File: config.mk
export PLATFORM = sky130hd
export DESIGN_NAME = de2_wrapper
export DESIGN_NICKNAME = d
export VERILOG_FILES = /design/src/rtl/de2_pkg.sv /design/src/rtl/button_debounce.sv /design/src/rtl/de2_wrapper.sv
export SDC_FILE = /design/constraint.sdc
export NUM_CORES = 1
export LEC_CHECK = 0
export CAP_MARGIN = 10
export CELL_PAD_IN_SITES_DETAIL_PLACEMENT = 1
export CELL_PAD_IN_SITES_GLOBAL_PLACEMENT = 2
export CORE_MARGIN = 2
export CORE_UTILIZATION = 30
export CTS_CLUSTER_DIAMETER = 40
export DETAILED_ROUTE_END_ITERATION = 7
export PLACE_DENSITY = 0.75
export SLEW_MARGIN = 40
export SYNTH_ARGS = -nofsm -noshare
export SYNTH_HDL_FRONTEND = slang
export SYNTH_SLANG_ARGS = --single-unit
File: constraint.sdc
create_clock -name CLOCK_50 -period 2.1 [get_ports CLOCK_50]
set_input_delay 0.21 -clock CLOCK_50 [delete_from_list [all_inputs] [get_ports CLOCK_50]]
set_output_delay 0.21 -clock CLOCK_50 [all_outputs]
set_load 0.02 [all_outputs]
File: src/rtl/de2_pkg.sv
// Shared constants for the DE2 accumulator: seven-segment glyphs (active low,
// bit0 = seg a) and the button debounce defaults.
package de2_pkg;

  localparam int DEBOUNCE_CYCLES_DEF = 16;
  localparam int DEB_CNT_W           = $clog2(DEBOUNCE_CYCLES_DEF + 1);

  localparam logic [6:0] SEG_0 = 7'h40;
  localparam logic [6:0] SEG_1 = 7'h79;
  localparam logic [6:0] SEG_2 = 7'h24;
  localparam logic [6:0] SEG_3 = 7'h30;
  localparam logic [6:0] SEG_4 = 7'h19;
  localparam logic [6:0] SEG_5 = 7'h12;
  localparam logic [6:0] SEG_6 = 7'h02;
  localparam logic [6:0] SEG_7 = 7'h78;
  localparam logic [6:0] SEG_8 = 7'h00;
  localparam logic [6:0] SEG_9 = 7'h10;
  localparam logic [6:0] SEG_A = 7'h08;
  localparam logic [6:0] SEG_B = 7'h03;
  localparam logic [6:0] SEG_C = 7'h46;
  localparam logic [6:0] SEG_D = 7'h21;
  localparam logic [6:0] SEG_E = 7'h06;
  localparam logic [6:0] SEG_F = 7'h0E;

  function automatic logic [6:0] hex_to_seg(logic [3:0] nib);
    logic [6:0] seg;
    seg = SEG_0;
    case (nib)
      4'h0: seg = SEG_0;
      4'h1: seg = SEG_1;
      4'h2: seg = SEG_2;
      4'h3: seg = SEG_3;
      4'h4: seg = SEG_4;
      4'h5: seg = SEG_5;
      4'h6: seg = SEG_6;
      4'h7: seg = SEG_7;
      4'h8: seg = SEG_8;
      4'h9: seg = SEG_9;
      4'hA: seg = SEG_A;
      4'hB: seg = SEG_B;
      4'hC: seg = SEG_C;
      4'hD: seg = SEG_D;
      4'hE: seg = SEG_E;
      4'hF: seg = SEG_F;
      default: seg = SEG_0;
    endcase
    return seg;
  endfunction

endpackage

File: src/rtl/button_debounce.sv
// One push-button path: invert, 2-FF synchronise, debounce the level and emit a
// single-cycle pulse when the accepted level becomes "pressed".
module button_debounce
  import de2_pkg::*;
#(
  parameter int DEBOUNCE_CYCLES = DEBOUNCE_CYCLES_DEF
) (
  input  logic clk,
  input  logic rst,
  input  logic btn_n,
  output logic pressed,
  output logic press_pulse
);

  localparam int               CNT_W    = $clog2(DEBOUNCE_CYCLES + 1);
  localparam logic [CNT_W-1:0] CNT_LAST = CNT_W'(DEBOUNCE_CYCLES - 1);

  logic             sync1_q, sync2_q;
  logic             level_q, level_d;
  logic             pulse_q, pulse_d;
  logic [CNT_W-1:0] cnt_q, cnt_d;

  // The level flips on the DEBOUNCE_CYCLES-th consecutive differing sample;
  // a pulse is raised only when that flip goes released -> pressed.
  always_comb begin
    // NOTE: every output gets a default first so no path leaves a latch.
    cnt_d   = '0;
    level_d = level_q;
    pulse_d = 1'b0;
    if (sync2_q != level_q) begin
      if (cnt_q == CNT_LAST) begin
        level_d = ~level_q;
        pulse_d = ~level_q;
      end else begin
        cnt_d = cnt_q + 1'b1;
      end
    end
  end

  always_ff @(posedge clk) begin
    // NOTE: sequential state uses <= so every register samples pre-edge values.
    if (rst) begin
      sync1_q <= 1'b0;
      sync2_q <= 1'b0;
      level_q <= 1'b0;
      pulse_q <= 1'b0;
      cnt_q   <= '0;
    end else begin
      sync1_q <= ~btn_n;
      sync2_q <= sync1_q;
      level_q <= level_d;
      pulse_q <= pulse_d;
      cnt_q   <= cnt_d;
    end
  end

  assign pressed     = level_q;
  assign press_pulse = pulse_q;

endmodule

File: src/rtl/de2_wrapper.sv
// DE2 top: KEY0 loads SW into the operand, KEY1 adds the operand into a 16-bit
// accumulator; LEDR mirrors the operand and HEX3..HEX0 show the accumulator.
module de2_wrapper
  import de2_pkg::*;
#(
  parameter int DEBOUNCE_CYCLES = DEBOUNCE_CYCLES_DEF
) (
  input  logic        CLOCK_50,
  input  logic [2:0]  KEY,
  input  logic [15:0] SW,
  output logic [15:0] LEDR,
  output logic [6:0]  HEX0,
  output logic [6:0]  HEX1,
  output logic [6:0]  HEX2,
  output logic [6:0]  HEX3
);

  logic        clk;
  logic        rst_q;
  logic [1:0]  press_pulse;
  logic [1:0]  unused_pressed;
  logic [15:0] operand_q, operand_d;
  logic [15:0] acc_q, acc_d;
  logic [27:0] hex_q, hex_d;

  assign clk = CLOCK_50;

  // The reset pin is registered once; it has no reset of its own.
  always_ff @(posedge clk) begin
    rst_q <= ~KEY[2];
  end

  button_debounce #(.DEBOUNCE_CYCLES(DEBOUNCE_CYCLES)) u_btn0 (
    .clk         (clk),
    .rst         (rst_q),
    .btn_n       (KEY[0]),
    .pressed     (unused_pressed[0]),
    .press_pulse (press_pulse[0])
  );

  button_debounce #(.DEBOUNCE_CYCLES(DEBOUNCE_CYCLES)) u_btn1 (
    .clk         (clk),
    .rst         (rst_q),
    .btn_n       (KEY[1]),
    .pressed     (unused_pressed[1]),
    .press_pulse (press_pulse[1])
  );

  // Simultaneous presses: the add uses the operand held before this edge.
  always_comb begin
    operand_d = operand_q;
    acc_d     = acc_q;
    if (press_pulse[0]) operand_d = SW;
    if (press_pulse[1]) acc_d = acc_q + operand_q;
    hex_d = {hex_to_seg(acc_q[15:12]), hex_to_seg(acc_q[11:8]),
             hex_to_seg(acc_q[7:4]),   hex_to_seg(acc_q[3:0])};
  end

  always_ff @(posedge clk) begin
    if (rst_q) begin
      operand_q <= '0;
      acc_q     <= '0;
      hex_q     <= {4{SEG_0}};
    end else begin
      operand_q <= operand_d;
      acc_q     <= acc_d;
      hex_q     <= hex_d;
    end
  end

  assign LEDR = operand_q;
  assign HEX3 = hex_q[27:21];
  assign HEX2 = hex_q[20:14];
  assign HEX1 = hex_q[13:7];
  assign HEX0 = hex_q[6:0];

endmodule

==> results.md <==
Placed design:
- The weighted congestion reported at the end of routability-driven placement is a little under 0.8.
- Input and output buffers added on the ports amount to 63.
- The wire-length estimate of the detail-placed layout is between 7 and 8 mm.

Timing:
- The post-route clock skew is between 0.007 and 0.008 ns.
- The worst hold margin is 0.341 ns.
- The final number of setup-violating endpoints is 1.
- The shortest period the worst path allows is roughly 2.1 ns.
- After layout, the worst path uses 101% of the clock period.
- The max-slew violation count is 0.
- Setup repair after global routing could not meet its margin everywhere.
- Based on the critical path, the design can be clocked at up to ~0.47 GHz.
- The final sum of negative setup slack is -0.0216 ns.
- The count of final hold-check violations is 0.
- The transition time of the tightest slew-check pin is slightly above 0.7 ns.
- Headroom to the max-slew limit came out at a little over half.
- Once routing completed, OpenROAD measured the worst setup slack at -0.0216 ns.

Yosys:
- The share of synthesized area occupied by flip-flops and latches is 39.3%.
- The synthesized design devotes to its leading area cell type about two fifths of total area.
- After synthesis the netlist holds a flip-flop and latch count of slightly below 80.
- The average instance in the mapped netlist occupies 9.10 um^2.
- The post-synthesis net count is about 510.
- The combined area of all synthesized cells is between 0.004 and 0.005 mm^2.
- By area the synthesized netlist is led by dfxtp_1 39%, ha_1 13%, mux2i_1 7.7%, nor2_1 6.2%, nand2_1 3.3%.
- The synthesized netlist contains between 40 and 50 unique library cells.
- Summed over all instances, the cell type with the most area after synthesis is dfxtp_1.
- The count of yosys warnings during synthesis is 0.
- The number of cells produced by synthesis is about 440.

Global route:
- The total congestion overflow is 0.
- The routing layer with the top usage in global route is met2.
- The initial antenna violation count was 0.
- Global routing consumed, on the met2 layer, 25.0% of the routing resources.
- The met3 track utilization from global routing is under 10%.
- Global routing consumed, over all layers together, between 10 and 15% of the routing resources.
- The wire length of the first global-routing pass is 17.1 mm.
- The pin count of the biggest net entering global routing is 37.
- The met1 track demand over resource is a little under a fifth.
- The via count of the first global-routing pass is ~3,500.

Worst setup path:
- The cell with the biggest individual delay on the critical path is dfxtp_2.
- In this design, the stage delay of the slowest critical-path cell is 0.33 ns.
- Along the worst path, the maximum fanout reaches 4.
- The worst setup path is of the flop to flop kind.
- The signal on the critical path passes through ha_4, a21o_1, a221oi_4, o221ai_2, o31ai_2, mux2i_1, mux2_1.
- The worst setup path is captured at a flop.
- At the worst endpoint, the required time is 2.32 ns.
- STA puts the critical path data arrival time at between 2 and 2.5 ns.
- The startpoint type of the worst setup path is a flop.

CTS:
- The buffer depth of the longest clock path is 2.
- The CTS sink count is roughly 80.
- The TritonCTS buffer count is 9.
- The clock slew at the register clock pins of the worst setup and hold paths is about 0.060 ns.
- The H-tree generated during clock tree synthesis spans 3 levels.
- The root cell of the clock tree is clkbuf_16.
- For the worst-skew pair, the clock arrives at the later sink with an insertion delay of approximately 0.34 ns.
- The TritonCTS clock tree is done.
- Hold repair after CTS inserted 0 buffers.

Pwr:
- The total power is approximately 3.1 mW.
- The leakage power is roughly 2.2 nW.
- Of the total power, registers draw between 40% and 50%.
- The total power per unit cell area is approximately 570 mW/mm^2.
- The part of the total power dissipated in the clock network is 49.5%.
- The switching component of the power is between 0.6 and 0.7 mW.
- The design internal power is between 2 and 2.5 mW.
- Combinational logic is responsible for ~2.0% of the overall power.
- Across the VDD grid, the largest voltage drop is roughly 0.00029 V.
- The fraction of power spent switching nets is between 20% and 30%.

Final layout:
- The number of inserted filler cells in the final layout is approximately 1,500.
- The antenna diode instance count is 0.
- The number of nets in the layout is 602.
- The area growth from synthesis to layout is 37.3%.
- The fraction of final layout cells sized beyond drive strength 1 is 16.2%.

Die:
- The boundary pin count is 64.
- The region available for standard cell placement spans between 0.01 and 0.015 mm^2.
- The floorplan has 42 rows.
- The floorplan die area is between 0.01 and 0.015 mm^2.
- The die is 120 um wide.
- The die height is 120 um.
- The initial utilization of the core area, before any placement, comes to a little under a third.

Run status:
- The run finished, with violations left.
- The final reports fail on negative setup slack.

Drt:
- The detail route stage leaves a number of antenna-violating nets equal to 0.
- The iteration count of the initial detailed-routing pass is 4.
- The count of unresolved DRC violations after routing is 0.
- The violation count after the first detailed-routing iteration is ~180.
- The ratio of routed vias to standard cells is 4.72.
- In the final routed layout, each cell accounts on average for 13.9 um.
- The total detailed-routing wirelength is between 10 and 15 mm.
- The final route contains about 3,400 vias.

Worst hold path:
- The worst hold path class is input pin to flop.

Flow run:
- The total of max-cap violations is 0.
## critical path, delay by kind of cell (launching register included)
| kind | cells | cell delay (ns) |
|---|---|---|
| muxes | 2 | 0.56 |
| AOI/OAI and AO/OA | 4 | 0.86 |
| DFF | 1 | 0.33 |
| adders and majority gates | 1 | 0.25 |
## final timing paths
| path | start | end | slack (ns) | cells past startpoint |
|---|---|---|---|---|
| worst max-delay path | acc_q[7] | acc_q[15] | -0.02 | 7 |
| worst min-delay path | KEY[2] | rst_q | 0.34 | 2 |
| worst max register to register | acc_q[7] | acc_q[15] | -0.02 | 7 |
| worst min register to register | u_btn0.sync1_q | u_btn0.sync2_q | 0.44 | 1 |
## registers in the layout (all words and copies together) (netlist names)
register,flops
u_btn0.sync1_q,1
u_btn0.sync2_q,1
acc_q,16
u_btn0.pressed,1
hex_q,28
u_btn1.sync1_q,1
u_btn1.pressed,1
rst_q,1
u_btn1.sync2_q,1
u_btn1.cnt_q,5
LEDR,16
u_btn1.press_pulse,1
u_btn0.cnt_q,5
u_btn0.press_pulse,1
## cell families after synthesis
| kind of cell | Yosys count | synth area share (%) |
|---|---|---|
| simple gates | 149 | 17.0 |
| compound gates | 81 | 14.6 |
| flops | 79 | 39.3 |
| fa+ha+maj | 44 | 13.9 |
| buf+inv | 42 | 3.92 |
| mux | 33 | 8.27 |
| xor+xnor | 14 | 3.05 |
## synthesized netlist by cell type (all sizes together)
library cell,number
a21oi,22
fa,1
o311ai,1
nand3,6
clkbuf,14
or2,1
nand4,2
a32oi,3
a21boi,1
and3,5
nand2b,11
ha,43
nand3b,2
nor3b,2
a221o,3
o31ai,1
a211oi,15
and2,1
nor4bb,2
o21ai,9
a311o,1
o21a,3
or3,3
a311oi,8
a21o,4
xor2,5
o32ai,1
nor2b,9
mux2,2
or4,1
nor2,66
o22a,1
o21bai,1
o221ai,1
o22ai,4
nand2,35
a221oi,2
buf,6
inv,22
dfxtp,79
mux2i,31
xnor2,9
nor3,3
## placed cells by master (no fill, tap or decap), types with 9 or more instances in the layout
cell and instances:
a211oi_1 14, a21oi_1 17, nand2_1 35, clkbuf_16 9
nor2b_1 9, dfxtp_1 70, xnor2_1 9, nor2_1 66
buf_4 41, nand2b_1 11, clkdlybuf4s50_1 63, mux2i_1 31
inv_1 22, ha_1 38
## metal layers
| metal | up-vias | part of all wire [%] | routed length [um] |
|---|---|---|---|
| met5 | - | 0 | 0 |
| met4 | 0 | 1.3 | 127 |
| met3 | 7 | 2.7 | 271 |
| met2 | 47 | 49 | 4880 |
| met1 | 1622 | 47 | 4730 |
| li1 | 1721 | - | - |
## cell type report
class	count	area [um^2]	area share [%]
well taps	176	220	3.99
inverters	22	82.6	1.50
flip-flops and latches	79	1600	28.9
repair buffers	105	958	17.4
multi-input cells	321	2370	43.0
clock inverters	4	45.0	0.816
clock buffers	12	246	4.46
## through the flow
stage	worst slack (ns)	utilization, %	instance area [um^2]	std cells
global route	-0.155	41.9	5520	719
finish	-0.0216	41.9	5520	719
floorplan	-0.00881	-	4080	442
CTS	-0.0304	41.6	5490	719
detailed placement	-0.0824	39.2	5170	701
global placement	-0.0240	39.2	5170	701
## power by group through the flow
stage	sequential (mW)	combinational (mW)	clock, mW
2_1_floorplan	1.54	0.0264	0
3_3_place_gp	1.55	0.0637	0
3_5_place_dp	1.55	0.0643	0
4_1_cts	1.52	0.0647	1.60
5_1_grt	1.52	0.0687	1.67
6_report	1.52	0.0636	1.55
## repair_timing
item / 4_1_cts / 5_1_grt
hold endpoints to repair: 0 / 0
setup endpoints to repair: 5 / 6
pin swaps: 2 / 7
setup buffers: 2 / 0
resized for setup: 5 / 9
Power figures use the tool's default switching activity.
==> RTL edit: new RTL, same flow settings <==
Take the reset off `operand_q` and load it in a clocked block of its own.
--- a/src/rtl/de2_wrapper.sv
+++ b/src/rtl/de2_wrapper.sv
@@ -59,12 +59,14 @@
   always_ff @(posedge clk) begin
     if (rst_q) begin
-      operand_q <= '0;
       acc_q     <= '0;
       hex_q     <= {4{SEG_0}};
     end else begin
-      operand_q <= operand_d;
       acc_q     <= acc_d;
       hex_q     <= hex_d;
     end
+  end
+
+  always_ff @(posedge CLOCK_50) begin
+    operand_q <= operand_d;
   end
 
Function: same outputs for any inputs over 10 cycles, from zero or initial values; that may be too few to reach the edited logic, so the function may still have changed.
==> RTL edit against the original RTL <==
Final area up 0.36%; clock power up 24%; first-iteration DRC count down 52%; sequential cell count unchanged; routed wire length down 3.3%; largest power group unchanged; the flow still finishes with violations (setup timing); via count down 2.7%; area after synthesis up 0.50%; global-route usage down 0.62 points; power up 13%; core utilization up 0.15 points; setup slack worse by 0.0088 ns; maximum frequency down 0.41%.
==> RTL edit: results (changes against the original RTL) <==
===============================================================================
Met2 wirelength from detailed routing                                   4.78 mm   was 4.88 mm
DR vias                                                                    3306   was 3397
Total setup buffers inserted after CTS                                        1   was 2
Power dissipated in the clock network                                 0.00192 W   was 0.00155 W
Run status                                                         finished, violations left   unchanged
Reg-to-reg endpoint                                                   acc_q[14]   was acc_q[15]
GR Layer Usage met3                                                       4.56%   was 3.23%
Violations in the final reports                                    setup timing   unchanged
Mux share of post-synthesis cell area                                     3.74%   was 8.27%
Leak                                                                    2.11 nW   was 2.18 nW
Wire length of the first global-routing pass                            16.1 mm   was 17.1 mm
Total wire length after detailed routing                                9.67 mm   was 10.0 mm
Met2 global-route usage                                                   23.8%   was 25.0%
Placed inst area                                                      5050 um^2   was 5170 um^2
Most numerous cell types in the synthesized netlist                dfxtp_1 (63), nor2_1 (52), ha_1 (43)   was dfxtp_1 (79), nor2_1 (66), ha_1 (43)
Proportion of synthesized chip area in sequential cells                   43.1%   was 39.3%
Worst Slack Setup Final                                              -0.0304 ns   was -0.0216 ns
Clock network fraction of total power                                     54.2%   was 49.5%
Setup clock skew after layout                                        0.00637 ns   was 0.00702 ns
Largest stage delay, worst path                                         0.39 ns   was 0.33 ns
Cell Count Post-Placement                                                   660   was 701
Pre-CTS worst setup slack                                             -0.113 ns   was -0.0824 ns
Switching share of power                                                  18.9%   was 20.3%
Net total in the final layout                                               563   was 602
Number of DRC markers after the initial detailed-route iteration             85   was 178
Critical R2R Launch                                                     LEDR[0]   was acc_q[7]
Synth Area in Adders                                                      13.8%   was 13.9%
Arrival @ worst endpoint                                                2.37 ns   was 2.34 ns
Half-perimeter wire length after detailed placement                     7.27 mm   was 7.15 mm
Maximum number of pins on one net before global-route repair                 35   was 37
Setup TNS                                                            -0.0304 ns   was -0.0216 ns
Worst Path Max Fanout                                                         3   was 4
Area contributors post-synth                                       dfxtp_1 (31%), ha_1 (13%), edfxtp_1 (12%)   was dfxtp_1 (39%), ha_1 (13%), mux2i_1 (7.7%)
EDFF count, synth                                                            16   was 0
Sequential cell fraction of total power                                   44.1%   was 48.5%
Hold_ws                                                                0.332 ns   was 0.341 ns
Actual transition at the worst max-transition pin                      0.621 ns   was 0.718 ns
Number of gates resized after cts                                             1   was 5
Total track usage                                                         14.2%   was 14.8%
Crit path max-delay cell type                                          edfxtp_1   was dfxtp_2
M1 WL                                                                   4.34 mm   was 4.73 mm
Final setup viols                                                             1   unchanged
XOR/XNOR share of the synthesized area                                    2.82%   was 3.05%
Post-detailed-route wirelength per cell                                 14.2 um   was 13.9 um
Met1 demand-to-capacity share in global routing                           16.8%   was 18.7%
Netlist cell types                                                           56   was 47
DR WL met3                                                               396 um   was 271 um
Fraction of the mapped netlist area in compound gates                     16.3%   was 14.6%
Cell count of the worst reg-to-reg path                                       8   was 7
Proportion of layout cells with a drive suffix above 1                    15.3%   was 16.2%
===============================================================================
## RTL edit: changes by cell type after synthesis, moves of 3 or more
cell | before | now
o21ai_0 | 9 | 3
o22ai_1 | 4 | 1
dfxtp_1 | 79 | 63
o21ai_1 | 0 | 5
a21o_1 | 4 | 7
a21oi_1 | 22 | 26
edfxtp_1 | 0 | 16
mux2i_1 | 31 | 14
nand2_1 | 35 | 24
inv_1 | 22 | 18
nand3b_1 | 2 | 6
nor2_1 | 66 | 52
or3b_2 | 0 | 3
## RTL edit: cell type report
| type | instances | area [um^2] |
|---|---|---|
| Clock buffer | 9 | 225 |
| Clock inverter | 7 | 143 |
| Fill cell | 1486 | 7650 |
| Inverter | 18 | 67.6 |
| Multi-Input combinational cell | 296 | 2260 |
| Sequential cell | 79 | 1740 |
| Tap cell | 176 | 220 |
| Timing Repair Buffer | 95 | 883 |
